**src/rtl/uart_pkg.sv**
```systemverilog
// uart_pkg: constants shared by the UART receive and transmit blocks.
//
// The state encodings are fixed 3-bit values so that debug probes and the
// uart_tx sibling decode the same numbers for the same states.
package uart_pkg;

  localparam int UART_STATE_W = 3;

  typedef enum logic [UART_STATE_W-1:0] {
    UART_IDLE      = 3'd0,
    UART_START     = 3'd1,
    UART_DATA      = 3'd2,
    UART_STOP      = 3'd3,
    UART_WAIT_HIGH = 3'd4
  } uart_state_e;

endpackage

```
**src/rtl/uart_bit_timer.sv**
```systemverilog
// uart_bit_timer: bit-period down-counter for the UART state machines.
//
// Ports
//   clk      : clock
//   rst      : asynchronous active-high reset, clears the count
//   load     : load strobe, takes priority over counting
//   load_val : value loaded when load is high
//   zero     : high while the count is zero (the owning FSM samples then)
//
// The count holds at zero instead of wrapping, so an idle counter stays
// parked at zero until the next load.
module uart_bit_timer #(
  parameter int WIDTH = 16
) (
  input  logic             clk,
  input  logic             rst,
  input  logic             load,
  input  logic [WIDTH-1:0] load_val,
  output logic             zero
);

  logic [WIDTH-1:0] cnt_q;

  always_ff @(posedge clk or posedge rst) begin
    if (rst) begin
      cnt_q <= '0;
    end else if (load) begin
      cnt_q <= load_val;
    end else if (cnt_q != '0) begin
      cnt_q <= cnt_q - 1'b1;
    end
  end

  assign zero = (cnt_q == '0);

endmodule

```
**src/rtl/uart_rx_stream.sv**
```systemverilog
// uart_rx_stream: UART receiver with an AXI-Stream style byte output.
//
// Ports
//   clk           : single clock for all logic
//   rst           : asynchronous active-high reset
//   rxd           : serial line (already synchronised to clk), idle high
//   prescale      : clk cycles per bit, captured at each start-bit edge
//   m_axis_tdata  : received data word
//   m_axis_tvalid : tdata holds a word not yet accepted
//   m_axis_tready : consumer accepts the word
//   busy          : high whenever the receiver is not idle
//   frame_error   : one-cycle pulse when the stop bit samples low
//   overrun_error : one-cycle pulse when a word is dropped because the
//                   output register is still full
//
// Frame timing: the first low cycle seen in IDLE starts the frame. The
// start bit is sampled half a bit later, and every further bit one full bit
// after the previous sample, so each bit is sampled near its centre. The
// output is a single register stage; there is no buffering beyond it.
module uart_rx_stream #(
  parameter int DATA_WIDTH     = 8,
  parameter int PRESCALE_WIDTH = 16
) (
  input  logic                      clk,
  input  logic                      rst,
  input  logic                      rxd,
  input  logic [PRESCALE_WIDTH-1:0] prescale,
  output logic [DATA_WIDTH-1:0]     m_axis_tdata,
  output logic                      m_axis_tvalid,
  input  logic                      m_axis_tready,
  output logic                      busy,
  output logic                      frame_error,
  output logic                      overrun_error
);

  import uart_pkg::*;

  localparam int IDX_W = (DATA_WIDTH > 1) ? $clog2(DATA_WIDTH) : 1;
  localparam logic [IDX_W-1:0] LAST_IDX = IDX_W'(DATA_WIDTH - 1);
  // Below two cycles per bit the half-bit delay would be zero cycles.
  localparam logic [PRESCALE_WIDTH-1:0] MIN_EFF = PRESCALE_WIDTH'(2);

  uart_state_e state_q, state_d;

  logic [PRESCALE_WIDTH-1:0] eff_in;
  logic [PRESCALE_WIDTH-1:0] eff_q;
  logic [PRESCALE_WIDTH-1:0] half_load;
  logic [PRESCALE_WIDTH-1:0] full_load;
  logic [PRESCALE_WIDTH-1:0] timer_val;
  logic                      timer_load;
  logic                      bit_zero;

  logic                      frame_start;
  logic                      data_start;
  logic                      data_sample;
  logic                      deliver;
  logic                      stop_bad;

  logic [IDX_W-1:0]          idx_q;
  logic [DATA_WIDTH-1:0]     shift_q;
  logic [DATA_WIDTH:0]       shift_ext;

  // The period is taken from the live input only when a frame starts; the
  // rest of the frame uses the captured copy, so prescale may change freely
  // while a frame is in flight.
  assign eff_in    = (prescale < MIN_EFF) ? MIN_EFF : prescale;
  assign half_load = (eff_in >> 1) - 1'b1;
  assign full_load = eff_q - 1'b1;

  // New bit enters at the top; after DATA_WIDTH shifts the first bit
  // received sits in bit 0 (LSB first on the wire).
  assign shift_ext = {rxd, shift_q};

  assign busy = (state_q != UART_IDLE);

  uart_bit_timer #(
    .WIDTH(PRESCALE_WIDTH)
  ) u_bit_timer (
    .clk      (clk),
    .rst      (rst),
    .load     (timer_load),
    .load_val (timer_val),
    .zero     (bit_zero)
  );

  always_ff @(posedge clk or posedge rst) begin
    if (rst) begin
      state_q <= UART_IDLE;
    end else begin
      state_q <= state_d;
    end
  end

  always_comb begin
    state_d     = state_q;
    timer_load  = 1'b0;
    timer_val   = full_load;
    frame_start = 1'b0;
    data_start  = 1'b0;
    data_sample = 1'b0;
    deliver     = 1'b0;
    stop_bad    = 1'b0;

    case (state_q)
      UART_IDLE: begin
        if (!rxd) begin
          frame_start = 1'b1;
          timer_load  = 1'b1;
          timer_val   = half_load;
          state_d     = UART_START;
        end
      end

      UART_START: begin
        if (bit_zero) begin
          if (rxd) begin
            // Line went back high before mid start bit: treat as a glitch.
            state_d = UART_IDLE;
          end else begin
            timer_load = 1'b1;
            data_start = 1'b1;
            state_d    = UART_DATA;
          end
        end
      end

      UART_DATA: begin
        if (bit_zero) begin
          // The reload on the last data bit times the stop bit.
          data_sample = 1'b1;
          timer_load  = 1'b1;
          if (idx_q == LAST_IDX) begin
            state_d = UART_STOP;
          end
        end
      end

      UART_STOP: begin
        if (bit_zero) begin
          if (rxd) begin
            deliver = 1'b1;
            state_d = UART_IDLE;
          end else begin
            stop_bad = 1'b1;
            state_d  = UART_WAIT_HIGH;
          end
        end
      end

      UART_WAIT_HIGH: begin
        // A held-low line (break) must not be mistaken for new start bits.
        if (rxd) begin
          state_d = UART_IDLE;
        end
      end

      default: begin
        state_d = UART_IDLE;
      end
    endcase
  end

  // Frame capture: bit period, bit index and shift register.
  always_ff @(posedge clk or posedge rst) begin
    if (rst) begin
      eff_q   <= '0;
      idx_q   <= '0;
      shift_q <= '0;
    end else begin
      if (frame_start) begin
        eff_q <= eff_in;
      end
      if (data_start) begin
        idx_q <= '0;
      end
      if (data_sample) begin
        shift_q <= shift_ext[DATA_WIDTH:1];
        idx_q   <= idx_q + 1'b1;
      end
    end
  end

  // Output stage: one register. A word arriving while the previous one is
  // still held and not being taken this cycle is dropped, keeping tdata
  // stable for the consumer.
  always_ff @(posedge clk or posedge rst) begin
    if (rst) begin
      m_axis_tdata  <= '0;
      m_axis_tvalid <= 1'b0;
      frame_error   <= 1'b0;
      overrun_error <= 1'b0;
    end else begin
      frame_error   <= stop_bad;
      overrun_error <= 1'b0;
      if (deliver) begin
        if (!m_axis_tvalid || m_axis_tready) begin
          m_axis_tdata  <= shift_q;
          m_axis_tvalid <= 1'b1;
        end else begin
          overrun_error <= 1'b1;
        end
      end else if (m_axis_tready) begin
        m_axis_tvalid <= 1'b0;
      end
    end
  end

endmodule

```
**config.mk**
```make
export PLATFORM = sky130hd
export DESIGN_NAME = uart_rx_stream
export DESIGN_NICKNAME = d
export VERILOG_FILES = /design/src/rtl/uart_pkg.sv /design/src/rtl/uart_bit_timer.sv /design/src/rtl/uart_rx_stream.sv
export SDC_FILE = /design/constraint.sdc
export NUM_CORES = 1
export LEC_CHECK = 0
export CAP_MARGIN = 20
export CORE_UTILIZATION = 52
export DETAILED_ROUTE_END_ITERATION = 16
export PLACE_DENSITY = 0.72
export SETUP_SLACK_MARGIN = 0.1
export SYNTH_ARGS = -nofsm -noshare
export SYNTH_HDL_FRONTEND = slang
export SYNTH_HIERARCHICAL = 1
export SYNTH_SLANG_ARGS = --single-unit
```
**constraint.sdc**
```tcl
create_clock -name clk -period 2.7 [get_ports clk]
set_clock_uncertainty 0.15 [all_clocks]
set_input_delay 0.54 -clock clk [delete_from_list [all_inputs] [get_ports clk]]
set_output_delay 0.54 -clock clk [all_outputs]
set_load 0.05 [all_outputs]
```
### Word-level counts from Yosys, hierarchy flattened

Index checks and enable logic that the tools add are counted.

* $add $sub $neg: 4
* div/mod/pow operators: 0
* multiplexer cells: 32
* equal/unequal tests: 12
* shift operators: 0
* bitwise operators: 0
* order comparisons: 1
* reductions and logical operators: 12
* multiply operators: 0

Operators by type and width (count)
* two-way mux 16 bit: 5
* subtractor 16 x 1 -> 16 bit, second input constant: 2
* two-way mux 3 bit: 9
* logical NOT 16 bit: 1
* less-than comparator 16 x 2 -> 1 bit, second input constant: 1
* nonzero test 16 bit: 1
* subtractor 15 x 1 -> 16 bit, second input constant: 1
* two-way mux 1 bit: 15
* case mux 3 bit (5 select lines): 1
* inequality test 2 bit, second input constant: 6
* equality test 3 x 2 -> 1 bit, second input constant: 2
* equality test 3 bit, second input constant: 2
* AND reduction 6 bit: 1
* nonzero test 2 bit: 3
* AND reduction 2 bit: 2
* adder 3 x 1 -> 3 bit, second input constant: 1
* equality test 3 x 1 -> 1 bit, second input constant: 1
* logical NOT 3 bit: 1
* case mux 1 bit (3 select lines): 1
* nonzero test 3 bit: 1
* two-way mux 2 bit: 1
* inequality test 2 x 1 -> 1 bit, second input constant: 1
* logical NOT 1 bit: 1
* logical OR 1 bit: 1

* ROM bits: 0
* latch bits: 0
* memories kept: 0
* bits in registers: 57
* input port bits: 20
* logic and storage cells: 70
* output and inout bits: 12
* RAM bits: 0

### Logic depth before layout (Yosys ltp)

* depth in word-level cells: 6
* depth in mapped cells: 11
* gate-level depth less buffers: 10

### Modules after synthesis

Netlist, hierarchy kept.

Modules (own cells, without submodules)
* uart_rx_stream: seq. area each 1026.0 um^2, area an instance 2391.0 um^2, instances 1, cells an instance 248
* uart_bit_timer: seq. area each 400.4 um^2, area an instance 993.5 um^2, instances 1, cells an instance 102

### Worst setup path after synthesis

Ideal clock, no wire load.

* path type: reg-to-reg
* start point: register u_bit_timer.cnt_q[0]
* end point: register shift_q[0]
* period minus slack after synthesis: 2754 ps
* stages on the path, launching flop included: 9
* library setup time: 125 ps
* data required time: 2425 ps
* arrival: 2479 ps
* slack: -54 ps
* buffers on the path: 1
* cells stage by stage: dfrtp_1 inv_1 ha_1 nor3b_2 nand4b_4 nor2_4 nor4bb_1 clkbuf_1 mux2_2

* word-level cells in the longest chain between the ends: 3

RTL lines
* from (decl): RTL line uart_bit_timer.sv:22 `logic [WIDTH-1:0] cnt_q;`
* from (signal assigned): RTL line uart_bit_timer.sv:28 `cnt_q <= load_val;`
* from (signal assigned): RTL line uart_bit_timer.sv:30 `cnt_q <= cnt_q - 1'b1;`
* logical NOT 16 bit: RTL line uart_bit_timer.sv:34 `assign zero = (cnt_q == '0);`
* via bit_zero: RTL line uart_rx_stream.sv:51 `logic bit_zero;`
* two-way mux 1 bit: RTL line uart_rx_stream.sv:128 `if (bit_zero) begin`
* two-way mux 1 bit: RTL line uart_rx_stream.sv:104 `case (state_q)`
* to (signal assigned): RTL line uart_rx_stream.sv:177 `shift_q <= shift_ext[DATA_WIDTH:1];`
* to (decl): RTL line uart_rx_stream.sv:60 `logic [DATA_WIDTH-1:0] shift_q;`

The timed path passes the listed nets, and every way through them passes these cells.
A chain may end at the register's enable or synchronous reset.

### Final worst setup path

* start point: input prescale[4]
* end point: register u_bit_timer.cnt_q[9]

* word-level cells in the longest chain between the ends: 6

RTL lines
* from (decl): RTL line uart_rx_stream.sv:27 `input logic [PRESCALE_WIDTH-1:0] prescale,`
* less-than comparator 16 x 2 -> 1 bit: RTL line uart_rx_stream.sv:66 `assign eff_in = (prescale < MIN_EFF) ? MIN_EFF : prescale;`
* two-way mux 16 bit *: RTL line uart_rx_stream.sv:66
* subtractor 15 x 1 -> 16 bit *: RTL line uart_rx_stream.sv:67 `assign half_load = (eff_in >> 1) - 1'b1;`
* two-way mux 16 bit *: RTL line uart_rx_stream.sv:106 `if (!rxd) begin`
* two-way mux 16 bit *: RTL line uart_rx_stream.sv:104
* via timer_val[9]: RTL line uart_rx_stream.sv:49 `logic [PRESCALE_WIDTH-1:0] timer_val;`
* two-way mux 16 bit *: RTL line uart_bit_timer.sv:27 `end else if (load) begin`

The timed path passes the listed nets; every way through them passes the cells marked *.

==> metrics.csv <==
metric;value;unit
wl_per_cell;15.3;um
ir_worst_vdd;0.398;mV
die_x;82.7;um
path_cells;clkdlybuf4s50_1, buf_4, or4_4, a2111oi_2, xnor2_1, mux2i_1, nor2_1, a211oi_1;
mostFrequentLayoutCell;nand2_1;
maxCapViolations;0;
routed_wl;7690;um
initial_utilization;53.6;%
fin_util;69.6;%
pre_cts_ws;-0.257;ns
relSlewSlack;59.6;%
cts.clk_slew.worst_paths;0.07;ns
async_flop_share;100;%
viasPerCell;5.53;
postSynthAreaPerCell;9.67;um^2
die_area;6840;um^2
worst-setup-path-type;in -> reg;
grt_pass1_wl;13000;um
cts_setup_buffers;0;
synth_area;3380;um^2
portBuffers;31;
status;completed;
crit_required;2.80;ns
tritoncts;built;
synth-xor-area-share;7.50;%
synth_edf_count;0;
grt_pass1_vias;2727;
worstSkewPairLatency;0.34;ns
synth_cell_types;62;
hold_path.class;reg -> reg;
route.detailed.drc;0;
grt_max_degree;42;
crit_path_end_kind;flop;
fin_crit;2.53;ns
htreeDepth;3;
synthSimpleGateAreaFrac;25.3;%
cts.sinks;57;
worstMarginPinSlew;0.605;ns
clockRootBuffer;clkbuf_8;
grt_setup_unrepaired;no;
worstPathArrival;2.63;ns
synthAdderAreaFrac;2.22;%
power.leakage;2.06;nW
synthToLayoutAreaGrowth;29.9;%
row_count;29;
final_nets;447;
ys_warn_count;6;
pwr_density_cell;679;nW/um^2
num_antenna_cells;0;
mostFrequentLayoutCells;70 x nand2_1, 57 x dfrtp_1, 43 x buf_4, 20 x nor2_1, 20 x clkdlybuf4s50_1;
cp-start-kind;input pin;
fmax;0.395;GHz
instances_no_fill;503;
core_area;6310;um^2
gp_congestion;0.907;
placed_cells;487;
synth_cells;350;
gr-total-overflow;0;
grt_usage;25.9;%
vias;2782;
die_y;82.7;um
syn-num-nets;376;
synth_top_family_by_area;simple AND/OR/NAND/NOR gates;
synth-seq-area-share;42.1;%
drive_above_1_share;24.9;%
drt_iter0_drc;134;
muxShareOfSynthArea;9.87;%
fin_crit_sh;93.8;%
drt.antenna.violating_nets;0;
drv_slew;0;
grt_antenna_before_repair;0;
slowest_delay;0.54;ns
slowest_stage;or4_4;
synth_compound_area_share;10.1;%
numCtsBuffers;9;
setup_slack;0.166;ns
cts_hold_buf;0;
critPathMaxFanout;5;
power.total;2.99;mW
drt-pass1-iter-count;4;
clk_path_buf_depth;2;
setup_viol;0;
ys.flop_type;dfrtp_1;
dp_hpwl;5500;um
finalHoldViolations;0;
whs;0.356;ns
synth-seq-cells;57;
boundaryPins;32;
-- cells in the mapped netlist, types with 10 or more instances --
cell      count  area [um^2]
nor2_1       21         78.8
nand2_1      70          263
inv_1        10         37.5
clkbuf_1     14         52.6
a21oi_1      13         65.1
xnor2_1      17          149
xor2_1       12          105
dfrtp_1      57         1430
mux2i_1      12          120
mux2_2       18          203
-- sequential cells by signal (all words and copies together), names as in the netlist --
signal,flops
state_q,3
eff_q,16
idx_q,3
m_axis_tvalid,1
m_axis_tdata,8
overrun_error,1
u_bit_timer/cnt_q,16
shift_q,8
frame_error,1
-- per-layer routing --
layer  track usage, %  vias to the layer above  wire, um
li1                 -                     1378         -
met1             35.4                     1338      3640
met2             40.3                       55      3670
met3             5.71                       11       273
met4             8.97                        0       106
met5                0                        -         0
-- metrics by stage --
step / instance area, um^2 / setup TNS (ns)
floorplan: 3410 / 0
detailed placement: 4110 / -1.45
CTS: 4340 / 0
global route: 4400 / 0
finish: 4400 / 0
global placement: 4110 / -1.13
-- worst max-delay path: cells and delay by family --
family,cells,cell delay [ns]
buf+inv,2,0.64
simple gates,2,0.60
compound gates,2,0.58
mux,1,0.16
xor+xnor,1,0.10
-- report_power, final --
group / total (mW) / internal [mW] / switching (mW)
logic: 0.819 / 0.419 / 0.399
clock network: 0.898 / 0.543 / 0.355
registers: 1.27 / 1.03 / 0.240
-- kinds of logic after synthesis --
kind of cell / Yosys count
DFF: 57
xor gates and xnor gates: 29
and+or+nand+nor: 152
buffers and inverters: 25
AOI/OAI and AO/OA: 50
muxes: 31
adders and majority gates: 6
-- final timing paths --
| kind | from | to | slack (ns) | depth (start not counted) |
|---|---|---|---|---|
| max in group asynchronous | rst | eff_q[10] | 1.51 | 3 |
| setup / recovery | prescale[4] | u_bit_timer/cnt_q[9] | 0.17 | 8 |
| hold / removal | m_axis_tdata[6] | m_axis_tdata[6] | 0.36 | 1 |
| min in group asynchronous | rst | u_bit_timer/cnt_q[10] | 0.45 | 2 |
| hold reg to reg | m_axis_tdata[6] | m_axis_tdata[6] | 0.36 | 1 |
| setup reg to reg | u_bit_timer/cnt_q[0] | u_bit_timer/cnt_q[14] | 0.27 | 10 |
-- final cells by class --
cell class                 count  area (um^2)
inverter                      10         37.5
multi-input combinational    268         1940
tap                           77         96.3
sequential                    57         1430
timing repair buffer          75          677
fill                         521         1920
clock inverter                 5         78.8
clock buffer                  11          141
-- what timing repair did --
item,4_1_cts,5_1_grt
gates resized for setup,2,16
pin swaps,0,6
endpoints found under the setup margin,2,14
(Power assumes the default switching activity.)
